<file path="src/rtl/pow2_serial.sv">
// Iterative 2^k / low-fill mask generator: one shift per clock, valid/ready on both sides.
// Rebuilds magnitudes and normalisation masks from a bit index.
module pow2_serial #(
  parameter int WIDTH = 32,
  parameter int IDX_W = 5
) (
  input  logic             clk,
  input  logic             rst,
  input  logic             in_valid,
  output logic             in_ready,
  input  logic [IDX_W-1:0] k,
  input  logic             mode,
  output logic             out_valid,
  input  logic             out_ready,
  output logic [WIDTH-1:0] result
);

  localparam logic [IDX_W-1:0] K_MAX = IDX_W'(WIDTH - 1);

  typedef enum logic [1:0] {IDLE, SHIFT, DONE} state_t;

  state_t           state_reg, state_next;
  logic [WIDTH-1:0] acc_reg, acc_next, acc_shifted;
  logic [IDX_W-1:0] cnt_reg, cnt_next, k_sat;
  logic             mode_reg, mode_next;

  // Compared as int so the range check stays well-formed when WIDTH is a power of two.
  always_comb begin
    k_sat = k;
    if (int'(k) > WIDTH - 1) begin
      k_sat = K_MAX;
    end
  end

  // Shift by one position; the vacated LSB takes the latched mode bit (0: power, 1: mask).
  generate
    for (genvar gi = 0; gi < WIDTH; gi++) begin : g_shift
      if (gi == 0) begin : g_lsb
        assign acc_shifted[gi] = mode_reg;
      end else begin : g_upper
        assign acc_shifted[gi] = acc_reg[gi-1];
      end
    end
  endgenerate

  always_comb begin
    state_next = state_reg;
    acc_next   = acc_reg;
    cnt_next   = cnt_reg;
    mode_next  = mode_reg;
    case (state_reg)
      IDLE: begin
        if (in_valid) begin
          mode_next  = mode;
          acc_next   = WIDTH'(1);
          cnt_next   = k_sat;
          state_next = (k_sat == '0) ? DONE : SHIFT;
        end
      end
      SHIFT: begin
        acc_next = acc_shifted;
        cnt_next = cnt_reg - 1'b1;
        if (cnt_reg == IDX_W'(1)) begin
          state_next = DONE;
        end
      end
      DONE: begin
        if (out_ready) begin
          state_next = IDLE;
        end
      end
      default: state_next = IDLE;
    endcase
  end

  always_ff @(posedge clk) begin
    if (rst) begin
      state_reg <= IDLE;
      acc_reg   <= '0;
      cnt_reg   <= '0;
      mode_reg  <= 1'b0;
    end else begin
      state_reg <= state_next;
      acc_reg   <= acc_next;
      cnt_reg   <= cnt_next;
      mode_reg  <= mode_next;
    end
  end

  // Outputs are masked by rst so nothing leaks out while reset is held.
  assign in_ready  = (state_reg == IDLE) && !rst;
  assign out_valid = (state_reg == DONE) && !rst;
  assign result    = out_valid ? acc_reg : '0;

endmodule

</file>
<file path="config.mk">
export PLATFORM = sky130hd
export DESIGN_NAME = pow2_serial
export DESIGN_NICKNAME = d
export VERILOG_FILES = /design/src/rtl/pow2_serial.sv
export SDC_FILE = /design/constraint.sdc
export NUM_CORES = 1
export LEC_CHECK = 0
export ABC_CLOCK_PERIOD_IN_PS = 2900
export BUFFER_PORTS_ARGS = -buffer_cell sky130_fd_sc_hd__buf_2
export CELL_PAD_IN_SITES_DETAIL_PLACEMENT = 0
export CELL_PAD_IN_SITES_GLOBAL_PLACEMENT = 1
export CORE_MARGIN = 10
export CORE_UTILIZATION = 44
export CTS_BUF_LIST = sky130_fd_sc_hd__clkbuf_8
export CTS_CLUSTER_DIAMETER = 40
export DETAILED_ROUTE_END_ITERATION = 7
export PLACE_DENSITY_LB_ADDON = 0.1
export SYNTH_ARGS = -nofsm -noshare
export SYNTH_HDL_FRONTEND = slang
export SYNTH_SLANG_ARGS = --single-unit
</file>
<file path="constraint.sdc">
create_clock -name clk -period 2.9 [get_ports clk]
set_input_delay 0.145 -clock clk [delete_from_list [all_inputs] [get_ports clk]]
set_output_delay 0.145 -clock clk [all_outputs]
set_load 0.005 [all_outputs]
</file>
[After elaboration in Yosys (flattened, before gate mapping)]
Cells that the tools add are included.
Storage, ports and cells
  bits in registers: 40
  input bits: 10
  output and inout bits: 34
  word-level logic and storage cells: 30
Operators by class
  $add $sub $neg: 1
  equal/unequal tests: 6
  muxes and demuxes: 10
  reductions and logical operators: 9
Operators with widths (count)
  32-bit two-way mux: 2
  32-bit case mux with 2 select lines: 1
  5-bit case mux with 2 select lines: 1
  2-bit two-way mux: 4
  2-bit inequality test (second input constant): 3
  2-bit case mux with 3 select lines: 1
  5-bit by 1-bit == test with 1-bit output (second input constant): 1
  5-bit logical NOT: 1
  5-bit two-way mux: 1
  5-bit by 1-bit subtractor with 5-bit output (second input constant): 1
  2-bit AND reduction: 2
  3-bit AND reduction: 1
  2-bit by 1-bit == test with 1-bit output (second input constant): 1
  2-bit == test (second input constant): 1
  1-bit logical AND: 2
  2-bit logical NOT: 1
  2-bit nonzero test: 1
  1-bit logical NOT: 1

[Longest topological paths before layout]
  word-level depth: 4
  gate-level depth with buffers: 6
  gate-level depth less buffers: 5

[Worst setup path after synthesis]
Ideal clock, no wire load.
  path type: reg2out
  start point: register state_reg[1]
  end point: output port result[10]
  arrival time: 1.062 ns
  data required time: 2.755 ns
  setup slack: 1.693 ns
  cell stages (with the launch flop): 5
  buffers on the path: 2
  cells stage by stage: dfxtp_1 buf_6 nor3b_4 clkbuf_1 and2_1
Between the ends
  cells in the longest elaborated chain, start to end: 3
Ends and longest elaborated chain
  from (decl): RTL line 22  | state_t state_reg, state_next;
  from (signal assigned): RTL line 83  | state_reg <= state_next;
  2-bit == test: RTL line 92  | assign out_valid = (state_reg == DONE) && !rst;
  1-bit logical AND: RTL line 92
  32-bit two-way mux: RTL line 93  | assign result = out_valid ? acc_reg : '0;
  to (decl): RTL line 15  | output logic [WIDTH-1:0] result
Every way passes these cells.

[Final worst setup path]
  start point: register state_reg[1]
  end point: output port result[26]
The elaborated chain is that of the path after synthesis.

==> impl_metrics.toml <==
[yosys]
ys_seq_elements = 40
synth_simple_gate_area_share_pct = 33.3
synth_top_family_by_area = "simple AND/OR/NAND/NOR gates"
syn_inst = 237
synth.avg_cell_area_um2 = 8.19
yosys.area_share.adder_pct = 1.29
ys_types = 31
ys.warnings.count = 0
yosysSeqAreaShare_pct = 41.2
synth_xor_area_share_pct = 0
synth_nets = 249
synth_compound_area_share_pct = 13.9
synth_area_um2 = 1940
synth.area.mux_share_pct = 0

[clock_network]
cts_hold_buf = 0
clock_latency_ns = 0.29
post_cts_resized = 0
cts_buffers = 5
tritoncts = "built"
post-cts-setup-buffer-count = 0
cts-root-buf = "clkbuf_8"
cts.sink_count = 40
clockBufferDepth = 2
htree_levels = 2
path_clk_slew_ns = 0.08

[timing]
period_minus_slack_ns = 2.15
rsz0062_at_grt = "false"
tightest_slew_ns = 0.809
slew_viol_final = 0
fmax_mhz = 465
fin_skew_ns = 0.00397
setup_viol = 0
timing.final.crit_share_pct = 74.1
layout_setup_ws_ns = 0.751
fin_setup_tns_ns = 0
hold_viol = 0
relSlewSlack_pct = 46.1

[drt]
drtIter0Drc = 130
routedWlPerCell_um = 13.8
post_drt_via_cell_ratio = 5.17
first_pass_iters = 4
drtAntennaViolNets = 0
routed_wl_um = 4450
vias = 1671
drc = 0

[final_layout]
area.sequential_um2 = 801
final.fill_count = 447
drive_above_1_share_pct = 22.1
syn_to_final_growth_pct = 13.7
final_common_cell = "buf_2"
antenna_cells = 0
finish.utilization_pct = 51.0
multiInputGateArea_um2 = 943
largest_register_ff_count = 32
num-nets-final = 282
mostFrequentLayoutCells = "43 x buf_2, 40 x dfxtp_1, 36 x nand2_1, 36 x a21oi_1, 33 x nand3_1"

[worst_setup_path]
cp-start-kind = "register"
worstPathArrival_ns = 2.00
required_ns = 2.76
path_max_fanout = 20
crit_type = "reg -> out"
end_kind = "output port"

[floorplan]
core_um2 = 4320
start_util_pct = 44.9
die_h_um = 86.4
design.die.area_um2 = 7470
chipWidth_um = 86.4
io_pins = 44
num_rows = 24

[global_route]
grt_start_max_net_pins = 44
grt_pass1_wl_um = 7450
grt_pass1_vias = 1587
antenna_found_initial = 0
gr-total-overflow = 0
groute.usage.overall_pct = 11.9

[run]
drv_cap = 0

[placement]
dp_hpwl_um = 2910
preCtsSetupSlack_ns = 1.03
port_buffers = 43
routabilityCongestion = 0.794

[pwr]
leakagePower_nw = 0.902
peakVddDrop_mv = 0.370
total_power_mw = 1.68
p_per_area_nw_per_um2 = 763

[worst_hold_path]
holdCritPathClass = "in -> reg"

[outcome]
status = "completed"
-- where the power goes --
group          internal (mW)  switching (mW)
clock network          0.304           0.200
logic                  0.161           0.342
registers              0.600          0.0756
-- synth_stat cells --
cell type,count,area (um^2)
a21oi_1,36,180
a22oi_1,1,7.51
a31oi_1,2,12.5
a32o_1,1,10.0
and2_1,32,200
buf_2,3,15.0
buf_4,4,30.0
buf_6,8,90.1
clkbuf_1,5,18.8
clkbuf_8,2,27.5
dfxtp_1,40,801
ha_1,2,25.0
inv_1,5,18.8
nand2_1,36,135
nand2b_1,2,12.5
nand3_1,33,165
nor2_1,3,11.3
nor2b_1,1,6.26
nor3_1,5,25.0
nor3b_4,2,37.5
nor4bb_1,1,10.0
o211ai_1,1,7.51
o211ai_2,1,12.5
o21a_1,1,7.51
o21bai_1,1,7.51
o22ai_1,1,6.26
o311ai_1,1,8.76
o41ai_1,1,8.76
or3_1,3,18.8
or3b_1,2,17.5
or4_1,1,7.51
-- layer usage --
layer	vias to the layer above	GRT usage, %	part of all wire [%]
met5	-	0	0
met1	763	14.2	48
met3	7	4.03	6.2
met2	35	18.9	44
met4	0	5.30	1.7
li1	866	-	-
-- critical path, cell delays in order (launching register included) --
cell,delay (ns)
dfxtp_1,0.58
nor3b_4,0.60
buf_4,0.28
and2_1,0.14
buf_2,0.11
-- cells by family (layout without fill, tap and decap cells) --
| group | after synthesis | after routing |
|---|---|---|
| compound gates | 47 | 47 |
| fa+ha+maj | 2 | 2 |
| buf+inv | 27 | 61 |
| flops | 40 | 40 |
| simple gates | 121 | 121 |
-- per-stage QoR --
stage / hold WS (ns) / std cells / cell area (um^2)
6_report: 0.0881 / 323 / 2210
5_1_grt: 0.0835 / 323 / 2210
4_1_cts: 0.0842 / 323 / 2210
3_5_place_dp: 0.399 / 315 / 2080
3_3_place_gp: 0.394 / 315 / 2080
2_1_floorplan: 0.281 / 237 / 1940
-- final timing paths --
kind	start	endpoint	slack (ns)	cells past startpoint
worst min-delay path	mode	mode_reg	0.09	3
worst max-delay path	state_reg[1]	result[26]	0.75	4
worst min register to register	mode_reg	mode_reg	0.46	2
worst max register to register	state_reg[0]	cnt_reg[4]	1.08	4
-- cell type report --
| class | count | share of cell area, % |
|---|---|---|
| clock buffers | 7 | 4.37 |
| clock inverters | 1 | 1.36 |
| inverters | 5 | 0.850 |
| multi-input cells | 170 | 42.7 |
| flip-flops and latches | 40 | 36.3 |
| well taps | 52 | 2.95 |
| repair buffers | 48 | 11.5 |
Power figures use the tool's default switching activity.
